==> config.mk <==
export PLATFORM = sky130hd
export DESIGN_NAME = mem_access_stage
export DESIGN_NICKNAME = d
export VERILOG_FILES = /design/src/rtl/mem_access_stage.sv
export SDC_FILE = /design/constraint.sdc
export NUM_CORES = 1
export LEC_CHECK = 0
export ABC_CLOCK_PERIOD_IN_PS = 1950
export CAP_MARGIN = 0
export CORE_UTILIZATION = 42
export CTS_CLUSTER_SIZE = 25
export DETAILED_ROUTE_END_ITERATION = 12
export HOLD_SLACK_MARGIN = 0.15
export PLACE_DENSITY = 0.83
export SYNTH_ARGS = -nofsm -noshare
export SYNTH_HDL_FRONTEND = slang
export SYNTH_SLANG_ARGS = --single-unit
==> constraint.sdc <==
create_clock -name clk -period 1.95 [get_ports clk]
set_input_delay 0.195 -clock clk [delete_from_list [all_inputs] [get_ports clk]]
set_output_delay 0.195 -clock clk [all_outputs]
set_load 0.02 [all_outputs]
==> src/rtl/mem_access_stage.sv <==
// mem_access_stage
//   Memory stage downstream of the ALU. Non-memory ops and misaligned
//   lw/sw are retired in one cycle. Aligned lw/sw go out on a req/ack data
//   memory port and stall upstream until ack or timeout.
// Ports:
//   clk, rst          clock (rising edge), synchronous active-high reset
//   in_*              upstream packet (valid/ready handshake)
//   mem_*             data-memory request port (registered req/we/addr/wdata)
//   wb_*              registered one-cycle writeback packet to the RF
module mem_access_stage #(
  parameter int ACK_TIMEOUT = 16,
  parameter int CNT_W       = 8
) (
  input  logic        clk,
  input  logic        rst,
  input  logic        in_valid,
  output logic        in_ready,
  input  logic [5:0]  in_aluop,
  input  logic [31:0] in_result,
  input  logic [31:0] in_wdata,
  input  logic [4:0]  in_rd,
  input  logic        in_rwe,
  output logic        mem_req,
  output logic        mem_we,
  output logic [31:0] mem_addr,
  output logic [31:0] mem_wdata,
  input  logic [31:0] mem_rdata,
  input  logic        mem_ack,
  output logic        wb_valid,
  output logic        wb_we,
  output logic [4:0]  wb_rd,
  output logic [31:0] wb_data,
  output logic        wb_err
);

  localparam logic [5:0]       OP_LW   = 6'b001100;
  localparam logic [5:0]       OP_SW   = 6'b001101;
  localparam logic [CNT_W-1:0] TO_LAST = CNT_W'(ACK_TIMEOUT - 1);

  typedef enum logic {IDLE, BUSY} state_t;

  state_t           state, state_nxt;
  logic [CNT_W-1:0] cnt;
  logic [4:0]       rd_q;
  logic             rwe_q;

  logic accept, is_mem, misal, start_mem, ack_done, to_done;

  assign in_ready  = (state == IDLE);
  assign accept    = in_valid && in_ready;
  assign is_mem    = (in_aluop == OP_LW) || (in_aluop == OP_SW);
  assign misal     = |in_result[1:0];
  assign start_mem = accept && is_mem && !misal;
  // ack wins over timeout when both land on the same cycle
  assign ack_done  = (state == BUSY) && mem_ack;
  assign to_done   = (state == BUSY) && !mem_ack && (cnt == TO_LAST);

  always_ff @(posedge clk) begin
    if (rst) state <= IDLE;
    else     state <= state_nxt;
  end

  always_comb begin
    state_nxt = state;
    case (state)
      IDLE: if (start_mem)           state_nxt = BUSY;
      BUSY: if (ack_done || to_done) state_nxt = IDLE;
      default:                       state_nxt = IDLE;
    endcase
  end

  always_ff @(posedge clk) begin
    if (rst) begin
      mem_req   <= 1'b0;
      mem_we    <= 1'b0;
      mem_addr  <= '0;
      mem_wdata <= '0;
      wb_valid  <= 1'b0;
      wb_we     <= 1'b0;
      wb_rd     <= '0;
      wb_data   <= '0;
      wb_err    <= 1'b0;
      cnt       <= '0;
      rd_q      <= '0;
      rwe_q     <= 1'b0;
    end else begin
      wb_valid <= 1'b0;
      if (state == IDLE) begin
        if (start_mem) begin
          mem_req   <= 1'b1;
          mem_we    <= (in_aluop == OP_SW);
          mem_addr  <= in_result;
          mem_wdata <= in_wdata;
          rd_q      <= in_rd;
          rwe_q     <= in_rwe;
          cnt       <= '0;
        end else if (accept) begin
          // pass-through, or misaligned lw/sw reported as a fault
          wb_valid <= 1'b1;
          wb_data  <= in_result;
          wb_rd    <= in_rd;
          wb_err   <= is_mem;
          wb_we    <= !is_mem && in_rwe && (in_rd != 5'd0);
        end
      end else begin
        if (ack_done) begin
          mem_req  <= 1'b0;
          wb_valid <= 1'b1;
          wb_err   <= 1'b0;
          wb_rd    <= rd_q;
          // mem_we still holds the store flag of this access
          wb_we    <= !mem_we && rwe_q && (rd_q != 5'd0);
          wb_data  <= mem_we ? 32'd0 : mem_rdata;
        end else if (to_done) begin
          mem_req  <= 1'b0;
          wb_valid <= 1'b1;
          wb_err   <= 1'b1;
          wb_we    <= 1'b0;
          wb_rd    <= rd_q;
        end else begin
          cnt <= cnt + 1'b1;
        end
      end
    end
  end

endmodule

==> reports/metrics.cfg <==
[floorplan]
die_area_um2 = 12110
io_pins = 219
initial_core_util_pct = 42.95
core_um2 = 11420
die_w_um = 110.1
fp-row-count = 39
die_h_um = 110.1

[place]
post-place-ws_ns = -0.3067
place.detailed.instances = 899
io_buffers = 218
place_congestion = 0.8294
dp_hpwl_um = 10580
dpl_cell_area_um2 = 7256

[setup_path]
path_depth = 6
rr_endpoint = wb_err
reg2reg_slack_ns = 0.17
slowest_stage = or4_4
required_ns = 2.21
r2r_start = cnt[4]
worstPathArrival_ns = 2.12
critPathBufInv = 2
cp_slowest_stage_delay_ns = 0.55
critPathMaxFanout = 14
critPathKind = in -> reg
critical_path.cell_chain = clkdlybuf4s50_1 -> or4_4 -> or3_2 -> buf_4 -> a31oi_1 -> nor2_1
cp_top_family = simple AND/OR/NAND/NOR gates
cp-start-kind = primary input
rr_worst_depth = 4
worstSetupEndpointType = flip-flop

[cells_and_area]
antennaDiodeCount = 0
nFillCells = 898
seq_area_um2 = 2422
fin_nets = 888
finalInstanceArea_um2 = 7841
syn2layout_area_growth_pct = 59.87
multi_input_area_um2 = 2232
drive_gt1_share_pct = 11.56
fin_cells = 930

[power_and_ir_drop]
peakVddDrop_mv = 0.5612
power_density_nw_per_um2 = 812.9
p_leak_uw = 0.002717

[logic_synthesis]
syn_area_um2 = 4905
synth_fp_nets = 678
ys_types = 42
yosys.area_share.simple_pct = 20.05
ys_top_cells_by_count = nand2_1, dfxtp_1, a21oi_1
synth_top_family_by_area = compound AO/OA/AOI/OAI gates
synth_seq_area_share_pct = 49.39
synthCells = 565
synth_compound_area_share_pct = 23.80
yosysTopAreaCellShare_pct = 49.39
synth_edf_count = 0
syn_avg_cell_area_um2 = 8.681
synth_top_flop_cell = dfxtp_1
synth_xor_area_share_pct = 0.1786
ys_warn_count = 0
synthMuxAreaShare_pct = 1.020
synth_adder_area_share_pct = 0.2551
yosysMostFrequentCell = nand2_1
synthTopCellsByArea = dfxtp_1, nand2_1, a21oi_1, a211oi_2, a22oi_1
ys_async_sr_fraction_pct = 0
synth_largest_area_cell = dfxtp_1
ys_seq_elements = 121

[outcome]
status = finished, final reports clean

[sta]
setup_slack_ns = 0.09070
max_freq_ghz = 0.5378
fin_crit_sh_pct = 95.35
rsz0062_at_grt = no
setup-violations-final = 0
finalHoldViolCount = 0
max_slew_margin_pct = 65.50
fin_setup_tns_ns = 0
period_needed_ns = 1.859
slew_violations = 0
worst_clock_skew_ns = 0.009383
tightest_slew_ns = 0.5176

[hold_path]
min-delay-path-class = in -> reg
hp-start = rst
holdPathStages = 2
hold_end = cnt[4]

[cts]
cts_resized = 0
ctsHoldBuffers = 0
cts_buffers = 17
cts_setup_buffers = 0
cts_buffer_depth = 2
cts_root_buffer = clkbuf_16
clkSlewWorstSetupHoldPaths_ns = 0.05
cts_tree = yes
cts_max_level = 4
clock_latency_ns = 0.40
clock_sinks = 121

[route]
drc = 0
wl_per_cell_um = 15.87
drt_wl_total_um = 14760
vias_per_cell = 5.329
via_count = 4956
drtPass1Iterations = 5
ant_nets = 0
drtIter0Drc = 329

[job]
cap_violations = 0

[grt]
grt_pass1_vias = 4629
grt_pass1_wl_um = 22470
grt_usage_pct = 24.13
busiest_layer = met2
use_met3_pct = 7.172
antenna_found_initial = 0
grt_start_max_net_pins = 56
grt_util_met2_pct = 40.63
globalRouteMet1Util_pct = 27.94
grt_overflow = 0

==> registers in the layout, summed over array words and instances (netlist names) <==
| name | count |
|---|---|
| cnt | 8 |
| mem_addr | 32 |
| mem_req | 1 |
| mem_wdata | 32 |
| mem_we | 1 |
| rd_q | 5 |
| rwe_q | 1 |
| state | 1 |
| wb_data | 32 |
| wb_err | 1 |
| wb_rd | 5 |
| wb_valid | 1 |
| wb_we | 1 |
==> how the worst max path moves through the flow <==
stage | from | endpoint | slack, ns
finish | in_result[0] | cnt[4] | 0.09
floorplan | cnt[5] | wb_err | 0.22
global route | in_result[0] | cnt[4] | 0.05
CTS | in_result[0] | cnt[4] | 0.11
detailed placement | in_result[0] | cnt[4] | -0.31
global placement | in_result[0] | cnt[4] | -0.28
==> metal layers <==
metal	wire length (um)	share of wire, %
met1	5925	40
met2	7355	50
met3	1116	7.6
met4	363	2.5
met5	0	0
==> per-stage QoR <==
step | utilization, % | power [uW] | hold slack (ns)
3_5_place_dp | 63.54 | 3327 | 0.4470
3_3_place_gp | 63.54 | 3311 | 0.4416
4_1_cts | 68.67 | 6428 | 0.2449
5_1_grt | 68.67 | 6601 | 0.2656
6_report | 68.67 | 6374 | 0.2643
2_1_floorplan | - | 2907 | 0.3310
==> kinds of logic (layout without fill, tap and decap cells) <==
| group | after synthesis | in the layout |
|---|---|---|
| fa+ha+maj | 1 | 1 |
| compound gates | 160 | 160 |
| mux | 5 | 5 |
| flops | 121 | 121 |
| buf+inv | 52 | 274 |
| xor+xnor | 1 | 1 |
| simple gates | 225 | 225 |
==> report_power, final <==
part	total (uW)	switching, uW	leakage [uW]	internal, uW
Clock	3090	1040	0.000296	2050
Sequential	2570	34.9	0.000985	2540
Combinational	707	307	0.00144	399
Total	6370	1380	0.00272	4990
==> final cells by class <==
class                           count  area share (%)
Sequential cell                   121           30.89
Timing Repair Buffer              241           30.80
Multi-Input combinational cell    392           28.47
Clock buffer                       21           5.872
Tap cell                          143           2.282
Clock inverter                     10           1.596
Inverter                            2         0.09574
==> cells in the final DEF (no fill, tap or decap), drive strengths merged, types with 3 or more instances in the layout <==
master / n
a211oi: 37
a21oi: 77
a22oi: 32
a311oi: 3
buf: 24
bufinv: 3
clkbuf: 21
clkdlybuf4s50: 217
clkinv: 8
dfxtp: 121
mux2i: 5
nand2: 146
nand2b: 3
nand3: 6
nor2: 5
nor3: 46
nor4: 3
o21ai: 5
or4: 3
==> worst register-to-register path: stages (launching register included) <==
cell and delay (ns):
dfxtp_1 0.36, or4_1 0.59, o21bai_2 0.21, or2_1 0.33, a311oi_2 0.15
Power figures use the tool's default switching activity.
